$ cat src/rtl/mem_stage.sv
// RV32I memory stage: issues one aligned data-memory access per load/store,
// stalls EX while the access is outstanding, and produces the writeback beat.
module mem_stage #(
  parameter int unsigned XLEN = 32
) (
  input  logic            clk,
  input  logic            reset,
  input  logic            ex_valid,
  input  logic [XLEN-1:0] ex_alu_result,
  input  logic [XLEN-1:0] ex_store_data,
  input  logic            ex_mem_read,
  input  logic            ex_mem_write,
  input  logic [2:0]      ex_funct3,
  input  logic [4:0]      ex_rd,
  input  logic            ex_reg_write,
  input  logic [1:0]      ex_wb_sel,
  input  logic [XLEN-1:0] ex_pc_plus4,
  output logic            mem_stall,
  output logic            dmem_req,
  output logic            dmem_we,
  output logic [XLEN-1:0] dmem_addr,
  output logic [XLEN-1:0] dmem_wdata,
  output logic [3:0]      dmem_be,
  input  logic            dmem_ready,
  input  logic [XLEN-1:0] dmem_rdata,
  output logic            wb_valid,
  output logic            wb_reg_write,
  output logic            misaligned_exc,
  output logic [4:0]      wb_rd,
  output logic [XLEN-1:0] wb_data
);

  localparam int unsigned BYTE_W = 8;
  localparam int unsigned HALF_W = 16;

  typedef enum logic {IDLE, ACCESS} state_e;

  state_e            state_q, state_d;
  logic              dmem_req_q, dmem_req_d;
  logic              dmem_we_q, dmem_we_d;
  logic [XLEN-1:0]   dmem_addr_q, dmem_addr_d;
  logic [XLEN-1:0]   dmem_wdata_q, dmem_wdata_d;
  logic [3:0]        dmem_be_q, dmem_be_d;
  logic              wb_valid_q, wb_valid_d;
  logic              wb_reg_write_q, wb_reg_write_d;
  logic              misaligned_exc_q, misaligned_exc_d;
  logic [4:0]        wb_rd_q, wb_rd_d;
  logic [XLEN-1:0]   wb_data_q, wb_data_d;
  logic [2:0]        acc_funct3_q, acc_funct3_d;
  logic [1:0]        acc_addr_lo_q, acc_addr_lo_d;
  logic [4:0]        acc_rd_q, acc_rd_d;
  logic              acc_reg_write_q, acc_reg_write_d;

  logic              is_mem_c;
  logic              illegal_c;
  logic [1:0]        addr_lo_c;
  logic [XLEN-1:0]   shifted_c;
  logic [XLEN-1:0]   load_data_c;

  // Decode legality of the memory op presented by EX.
  always_comb begin
    addr_lo_c = ex_alu_result[1:0];
    is_mem_c  = ex_mem_read | ex_mem_write;
    illegal_c = 1'b0;
    if (ex_mem_read && ex_mem_write) illegal_c = 1'b1;
    if (ex_mem_read && (ex_funct3 == 3'b011 || ex_funct3 == 3'b110 || ex_funct3 == 3'b111))
      illegal_c = 1'b1;
    if (ex_mem_write && ex_funct3 > 3'b010) illegal_c = 1'b1;
    if (ex_funct3[1:0] == 2'b01 && addr_lo_c[0]) illegal_c = 1'b1;
    if (ex_funct3[1:0] == 2'b10 && addr_lo_c != 2'b00) illegal_c = 1'b1;
  end

  // Halves are always aligned here, so one byte-granular shift serves every width.
  always_comb begin
    shifted_c = dmem_rdata >> {acc_addr_lo_q, 3'b000};
    case (acc_funct3_q)
      3'b000:  load_data_c = {{(XLEN-BYTE_W){shifted_c[BYTE_W-1]}}, shifted_c[BYTE_W-1:0]};
      3'b001:  load_data_c = {{(XLEN-HALF_W){shifted_c[HALF_W-1]}}, shifted_c[HALF_W-1:0]};
      3'b100:  load_data_c = {{(XLEN-BYTE_W){1'b0}}, shifted_c[BYTE_W-1:0]};
      3'b101:  load_data_c = {{(XLEN-HALF_W){1'b0}}, shifted_c[HALF_W-1:0]};
      default: load_data_c = shifted_c;
    endcase
  end

  always_comb begin
    state_d          = state_q;
    dmem_req_d       = dmem_req_q;
    dmem_we_d        = dmem_we_q;
    dmem_addr_d      = dmem_addr_q;
    dmem_wdata_d     = dmem_wdata_q;
    dmem_be_d        = dmem_be_q;
    wb_valid_d       = 1'b0;
    misaligned_exc_d = 1'b0;
    wb_reg_write_d   = wb_reg_write_q;
    wb_rd_d          = wb_rd_q;
    wb_data_d        = wb_data_q;
    acc_funct3_d     = acc_funct3_q;
    acc_addr_lo_d    = acc_addr_lo_q;
    acc_rd_d         = acc_rd_q;
    acc_reg_write_d  = acc_reg_write_q;

    case (state_q)
      IDLE: begin
        if (ex_valid) begin
          if (!is_mem_c) begin
            wb_valid_d     = 1'b1;
            wb_rd_d        = ex_rd;
            wb_reg_write_d = ex_reg_write && (ex_rd != 5'd0);
            case (ex_wb_sel)
              2'b00:   wb_data_d = ex_alu_result;
              2'b10:   wb_data_d = ex_pc_plus4;
              default: wb_data_d = '0;
            endcase
          end else if (illegal_c) begin
            wb_valid_d       = 1'b1;
            misaligned_exc_d = 1'b1;
            wb_reg_write_d   = 1'b0;
            wb_rd_d          = ex_rd;
          end else begin
            state_d         = ACCESS;
            dmem_req_d      = 1'b1;
            dmem_we_d       = ex_mem_write;
            dmem_addr_d     = {ex_alu_result[XLEN-1:2], 2'b00};
            acc_funct3_d    = ex_funct3;
            acc_addr_lo_d   = addr_lo_c;
            acc_rd_d        = ex_rd;
            acc_reg_write_d = ex_reg_write && (ex_rd != 5'd0) && ex_mem_read;
            case (ex_funct3[1:0])
              2'b00: begin
                dmem_be_d    = 4'b0001 << addr_lo_c;
                dmem_wdata_d = {4{ex_store_data[BYTE_W-1:0]}};
              end
              2'b01: begin
                dmem_be_d    = 4'b0011 << addr_lo_c;
                dmem_wdata_d = {2{ex_store_data[HALF_W-1:0]}};
              end
              default: begin
                dmem_be_d    = 4'b1111;
                dmem_wdata_d = ex_store_data;
              end
            endcase
          end
        end
      end
      ACCESS: begin
        if (dmem_ready) begin
          state_d        = IDLE;
          dmem_req_d     = 1'b0;
          wb_valid_d     = 1'b1;
          wb_rd_d        = acc_rd_q;
          wb_reg_write_d = acc_reg_write_q;
          if (!dmem_we_q) wb_data_d = load_data_c;
        end
      end
      default: state_d = IDLE;
    endcase
  end

  always_ff @(posedge clk or posedge reset) begin
    if (reset) begin
      state_q          <= IDLE;
      dmem_req_q       <= 1'b0;
      dmem_we_q        <= 1'b0;
      dmem_addr_q      <= '0;
      dmem_wdata_q     <= '0;
      dmem_be_q        <= '0;
      wb_valid_q       <= 1'b0;
      wb_reg_write_q   <= 1'b0;
      misaligned_exc_q <= 1'b0;
      wb_rd_q          <= '0;
      wb_data_q        <= '0;
      acc_funct3_q     <= '0;
      acc_addr_lo_q    <= '0;
      acc_rd_q         <= '0;
      acc_reg_write_q  <= 1'b0;
    end else begin
      state_q          <= state_d;
      dmem_req_q       <= dmem_req_d;
      dmem_we_q        <= dmem_we_d;
      dmem_addr_q      <= dmem_addr_d;
      dmem_wdata_q     <= dmem_wdata_d;
      dmem_be_q        <= dmem_be_d;
      wb_valid_q       <= wb_valid_d;
      wb_reg_write_q   <= wb_reg_write_d;
      misaligned_exc_q <= misaligned_exc_d;
      wb_rd_q          <= wb_rd_d;
      wb_data_q        <= wb_data_d;
      acc_funct3_q     <= acc_funct3_d;
      acc_addr_lo_q    <= acc_addr_lo_d;
      acc_rd_q         <= acc_rd_d;
      acc_reg_write_q  <= acc_reg_write_d;
    end
  end

  assign mem_stall      = (state_q == ACCESS);
  assign dmem_req       = dmem_req_q;
  assign dmem_we        = dmem_we_q;
  assign dmem_addr      = dmem_addr_q;
  assign dmem_wdata     = dmem_wdata_q;
  assign dmem_be        = dmem_be_q;
  assign wb_valid       = wb_valid_q;
  assign wb_reg_write   = wb_reg_write_q;
  assign misaligned_exc = misaligned_exc_q;
  assign wb_rd          = wb_rd_q;
  assign wb_data        = wb_data_q;

endmodule

$ cat config.mk
export PLATFORM = sky130hd
export DESIGN_NAME = mem_stage
export DESIGN_NICKNAME = d
export VERILOG_FILES = /design/src/rtl/mem_stage.sv
export SDC_FILE = /design/constraint.sdc
export NUM_CORES = 1
export LEC_CHECK = 0
export CORE_MARGIN = 3
export CORE_UTILIZATION = 45
export DETAILED_ROUTE_END_ITERATION = 6
export GPL_TIMING_DRIVEN = 0
export HOLD_SLACK_MARGIN = 0.02
export PLACE_DENSITY = 0.83
export SYNTH_ARGS = -nofsm -noshare
export SYNTH_HDL_FRONTEND = slang
export SYNTH_SLANG_ARGS = --single-unit
$ cat constraint.sdc
create_clock -name clk -period 6.2 [get_ports clk]
set_input_delay 1.24 -clock clk [delete_from_list [all_inputs] [get_ports clk]]
set_output_delay 1.24 -clock clk [all_outputs]
set_load 0.01 [all_outputs]
Yosys cells after proc, flatten, opt, wreduce, memory -nomap -nowiden
Index checks and enable logic that the tools add are counted.
{"block": "totals", "input_bits": 145, "elab_cells": 98, "register_bits": 120}
{"block": "op_classes", "bitwise_logic": 3, "eq_ne": 16, "n_mux": 42, "order_cmp": 1, "reduce_logical": 18, "shift": 3}
{"op": "one-hot mux 32 bit (2 select lines)", "count": 3}
{"op": "2-to-1 mux 32 bit", "count": 4}
{"op": "one-hot mux 32 bit (4 select lines)", "count": 1}
{"op": "right shift 32 x 5 -> 32 bit", "count": 1}
{"op": "2-to-1 mux 1 bit", "count": 24}
{"op": "2-to-1 mux 5 bit", "count": 4}
{"op": "== test 3 bit, second input constant", "count": 4}
{"op": "!= test 2 bit, second input constant", "count": 6}
{"op": "AND reduction 4 bit", "count": 3}
{"op": "one-hot mux 5 bit (2 select lines)", "count": 1}
{"op": "one-hot mux 1 bit (2 select lines)", "count": 4}
{"op": "one-hot mux 4 bit (2 select lines)", "count": 1}
{"op": "logical AND 1 bit", "count": 7}
{"op": "nonzero test 5 bit", "count": 1}
{"op": "== test 2 bit, second input constant", "count": 2}
{"op": "logical NOT 2 bit", "count": 2}
{"op": "<< shifter 1 x 2 -> 4 bit, first input constant", "count": 1}
{"op": "<< shifter 2 x 2 -> 4 bit, first input constant", "count": 1}
{"op": "== test 3 x 1 -> 1 bit, second input constant", "count": 1}
{"op": "== test 3 x 2 -> 1 bit, second input constant", "count": 1}
{"op": "greater-than comparator 3 x 2 -> 1 bit, second input constant", "count": 1}
{"op": "logical NOT 3 bit", "count": 1}
{"op": "!= test 3 bit, second input constant", "count": 1}
{"op": "AND reduction 3 bit", "count": 1}
{"op": "other kinds (5)", "count": 7}

Logic depth before layout (Yosys ltp)
{"block": "logic_depth", "word_depth": 12, "depth_mapped": 8}

Worst setup path before layout
OpenSTA, ideal clock, no wires.
{"block": "synth_path", "path_kind": "input -> register", "start": "input port ex_funct3[1]", "end": "register acc_addr_lo_q[0]", "arrival_ps": 2539, "stages": 7, "path_slack_ps": 3536, "cell_sequence": "clkbuf_1 o21ai_0 o21ai_0 nand4b_1 buf_2 buf_2 mux2_2"}
{"block": "synth_via", "elab_chain_cells": 10}
{"element": "start: declaration", "line_no": "13", "text": "input logic [2:0] ex_funct3,"}
{"element": "== test 3 x 2 -> 1 bit or == test 3 bit (tied branches)", "line_no": "66", "text": "if (ex_mem_read && (ex_funct3 == 3'b011 || ex_funct3 == 3'b110 || ex_funct3 == 3'b111))"}
{"element": "logical OR 1 bit (2 in series)", "line_no": "66"}
{"element": "logical AND 1 bit", "line_no": "66"}
{"element": "2-to-1 mux 1 bit", "line_no": "66"}
{"element": "2-to-1 mux 1 bit", "line_no": "68", "text": "if (ex_mem_write && ex_funct3 > 3'b010) illegal_c = 1'b1;"}
{"element": "2-to-1 mux 1 bit", "line_no": "69", "text": "if (ex_funct3[1:0] == 2'b01 && addr_lo_c[0]) illegal_c = 1'b1;"}
{"element": "2-to-1 mux 1 bit (*)", "line_no": "70", "text": "if (ex_funct3[1:0] == 2'b10 && addr_lo_c != 2'b00) illegal_c = 1'b1;"}
{"element": "inverter 1 bit (no line) (*)"}
{"element": "AND reduction 4 bit (no line) (*)"}
{"element": "end signal: assignment", "line_no": "189", "text": "acc_addr_lo_q <= acc_addr_lo_d;"}
{"element": "end: declaration", "line_no": "50", "text": "logic [1:0] acc_addr_lo_q, acc_addr_lo_d;"}
Mark *: on every way between the ends. The rest lies on a longest branch, timed or not.
A chain may end at the register's enable or synchronous reset.

Worst setup path in the final report
{"block": "layout_path", "start": "input port ex_alu_result[0]", "end": "register dmem_addr_q[31], in the netlist dmem_addr[31]"}
{"block": "layout_via", "elab_chain_cells": 5}
{"element": "start: declaration", "line_no": "9", "text": "input logic [XLEN-1:0] ex_alu_result,"}
{"element": "logical AND 1 bit or nonzero test 2 bit (tied branches)", "line_no": "69, 70"}
{"element": "2-to-1 mux 1 bit or logical AND 1 bit (tied branches)", "line_no": "69, 70"}
{"element": "2-to-1 mux 1 bit (*)", "line_no": "70"}
{"element": "inverter 1 bit (no line) (*)"}
{"element": "AND reduction 4 bit (no line) (*)"}
{"element": "end signal: assignment", "line_no": "180", "text": "dmem_addr_q <= dmem_addr_d;"}
{"element": "end: declaration", "line_no": "41", "text": "logic [XLEN-1:0] dmem_addr_q, dmem_addr_d;"}
Marks and branches as above.

==> summary.txt <==
GRT
  • Initial antenna violation count: 0
  • Vias in the first global route: 6107
  • Most Crowded Layer GR: met2
  • GR Overflow Total: 0
  • Maximum number of pins on one net before global-route repair: 76
  • First-pass GRT wire length: between 30000 and 40000 um
  • Met3 usage: 0.0967
  • Met1 usage: 0.335
  • Global-route usage over all layers: 0.286
  • Met2 Usage GRT: 0.479

Routing
  • Total wire length: 22100 um
  • Antenna violation net count after detailed routing: 0
  • Drt pass-1 iters: 6
  • Routed len/inst: 20.7 um
  • DR iter-0 viols: slightly below 400
  • Total number of vias: 5925
  • DR vias/cell: 5.55
  • DRC viols: 0

Min path
  • Min-Delay Path Class: reg -> reg
  • Hold Path Origin: acc_reg_write_q
  • Min-Delay Endpoint: acc_reg_write_q
  • Hold-critical path depth: 2

Final layout
  • Share of layout cells above drive strength 1: 0.163
  • Ant. Diodes: 0
  • Commonest non-fill, non-tap cells in the layout: 248 x clkdlybuf4s50_1, 120 x dfrtp_1, 94 x nor2_1
  • Filler cells: 997
  • Layout Nets: slightly above 1000
  • Commonest non-fill, non-tap cell in the layout: clkdlybuf4s50_1
  • Area Overhead vs Synth: 53.7%

Pwr
  • Pwr Total: 3.65 mW
  • LEAKAGE: 4.09 nW
  • Worst-case vdd ir drop: ~0.2 mV
  • Power per cell area: 379 mW/mm2

STA
  • Post-route clock skew: 0.00666 ns
  • TNS Setup: 0 ns
  • Unrepaired setup endpoints after global routing: false
  • Hold Vio Cnt, Final: 0
  • Final count of pins violating max slew: 0
  • Slew HR: 0.321
  • Slew @ Worst Pin: slightly above 1 ns
  • Final min period: 3.08 ns
  • F_max: ~320 MHz
  • Final Cycle Share: 0.497
  • Final setup viols: 0

Logic synthesis
  • #FFs+latches synth: 120
  • Sequential fraction of the synthesis area: 0.479
  • Number of enable flip-flop cells after synthesis: 0
  • Warnings from Yosys: 0
  • Mapped Area: 0.00627 mm2
  • FFs w/ async S/R, synth: 1.00
  • Cells after Synth: 609
  • Netlist cell types: 38
  • Synth Flop Type: dfrtp_1
  • Syn Area/Cell: 10.3 um2

Critical path
  • Critical-path maximum fanout: 10
  • Worst R2R Path Depth: 6
  • Kind of critical path: in -> reg
  • Type of destination of the critical path: flip-flop
  • CP peak stage delay: 0.66 ns
  • Required time of the critical path: 6.50 ns
  • Cell Chain, Critical Path: clkdlybuf4s50_1 > o21ai_0 > o21ai_0 > nand4b_1 > buf_2 > buf_2 > mux2_2
  • R2R setup slack: 4.04 ns
  • Reg2reg end: wb_data[9]
  • Crit path max-delay cell type: clkdlybuf4s50_1
  • Reg2reg start: mem_stall
  • Crit path DAT: 3.38 ns
  • CP startpoint: ex_alu_result[0]
  • Startpoint Class: input port

CTS
  • Hold-fix buffers, CTS: 0
  • Post-CTS Setup Bufs: 0
  • Root Buffer: clkbuf_16
  • CTS Buf Count: 17
  • CTS max path bufs: 2
  • CTS sink count: 120
  • H-tree Lvls: 4
  • Post-CTS resize count: 0
  • TritonCTS clock tree: yes
  • Worst-path clk slew: 0.05 ns
  • Worst skew pair latency: around 0.41 ns

Floorplan
  • DIE AREA: roughly 0.015 mm2
  • Placeable Area: 0.0135 mm2
  • I/O pin count: between 200 and 300
  • Die height: 124 um
  • Initial Util: 0.466
  • FP Rows: 42
  • Die Wd: 124 um

Placed design
  • Post-DP HPWL: 16800 um
  • I/O Buffers: 248
  • GPL Wtd Cong: 0.934

Status
  • Run status: completed

Run
  • Maxcap violations: 0
cells in the mapped netlist, types with 2 or more instances:
| cell | n | area (um2) |
|---|---|---|
| mux2i_1 | 63 | 631 |
| a22oi_1 | 8 | 60.1 |
| buf_2 | 14 | 70.1 |
| o21ai_0 | 51 | 255 |
| nor2_2 | 2 | 12.5 |
| nor2b_1 | 3 | 18.8 |
| a221oi_2 | 10 | 150 |
| dfrtp_1 | 120 | 3000 |
| nor2_1 | 94 | 353 |
| clkbuf_1 | 30 | 113 |
| buf_4 | 4 | 30.0 |
| mux2_2 | 74 | 833 |
| or2_2 | 3 | 18.8 |
| o211ai_1 | 2 | 15.0 |
| inv_1 | 5 | 18.8 |
| nand2_1 | 72 | 270 |
| a21oi_1 | 21 | 105 |
| a221oi_1 | 13 | 114 |
critical path, delay by kind of cell:
family                 cells  cell delay, ns
multiplexers               1            0.38
AO/OA/AOI/OAI              2            0.33
AND/OR/NAND/NOR            1            0.16
buffers and inverters      3            1.26
area by class of cell:
type / count / area, um2 / share of cell area
multi-input combinational: 435 / 3030 / 0.314
sequential: 120 / 3000 / 0.312
timing repair buffer: 249 / 2510 / 0.260
clock buffer: 25 / 515 / 0.0535
buffer: 50 / 228 / 0.0236
tap: 176 / 220 / 0.0228
clock inverter: 7 / 113 / 0.0117
inverter: 5 / 23.8 / 0.00247
where the power goes:
| group | switching, mW | internal [mW] | leakage [nW] |
|---|---|---|---|
| sequential | 0.159 | 1.05 | 1.44 |
| combinational | 0.633 | 0.772 | 2.35 |
| clock | 0.345 | 0.694 | 0.309 |
| total | 1.14 | 2.51 | 4.09 |
registers in the layout (all words and copies together), names as in the netlist, 2 cells and up:
register / flops
acc_addr_lo_q: 2
acc_funct3_q: 3
acc_rd_q: 5
dmem_addr: 30
dmem_be: 4
dmem_wdata: 32
wb_data: 32
wb_rd: 5
worst max path at each step:
stage	end	slack, ns
after global placement	wb_valid	0.10
after floorplan	acc_addr_lo_q[0]	1.77
final	dmem_addr[31]	3.12
after detailed placement	dmem_we	2.70
after global routing	dmem_wdata[5]	2.96
after CTS	dmem_we	3.14
metrics by stage:
stage	setup WS, ns	hold slack [ns]	instances	instance area [um2]	util
after floorplan	1.77	0.450	610	6280	-
after global placement	0.103	0.463	1034	8980	0.667
after detailed placement	2.70	0.471	1035	9010	0.670
after CTS	3.14	0.482	1067	9640	0.717
after global routing	2.96	0.513	1067	9640	0.717
final	3.12	0.480	1067	9640	0.717
per-layer routing:
metal / vias up / wire length, um
li1: 2691 / -
met1: 2875 / 8530
met2: 313 / 10700
met3: 46 / 2310
met4: 0 / 585
met5: - / 0
cells by family after synthesis:
logic type	count (synthesis)	synth area share
AOI/OAI and AO/OA	116	0.131
buffers and inverters	55	0.0393
DFF	120	0.479
muxes	138	0.237
other	1	0.000598
and+or+nand+nor	179	0.113
Note: power is estimated with default switching activity, not from simulation.
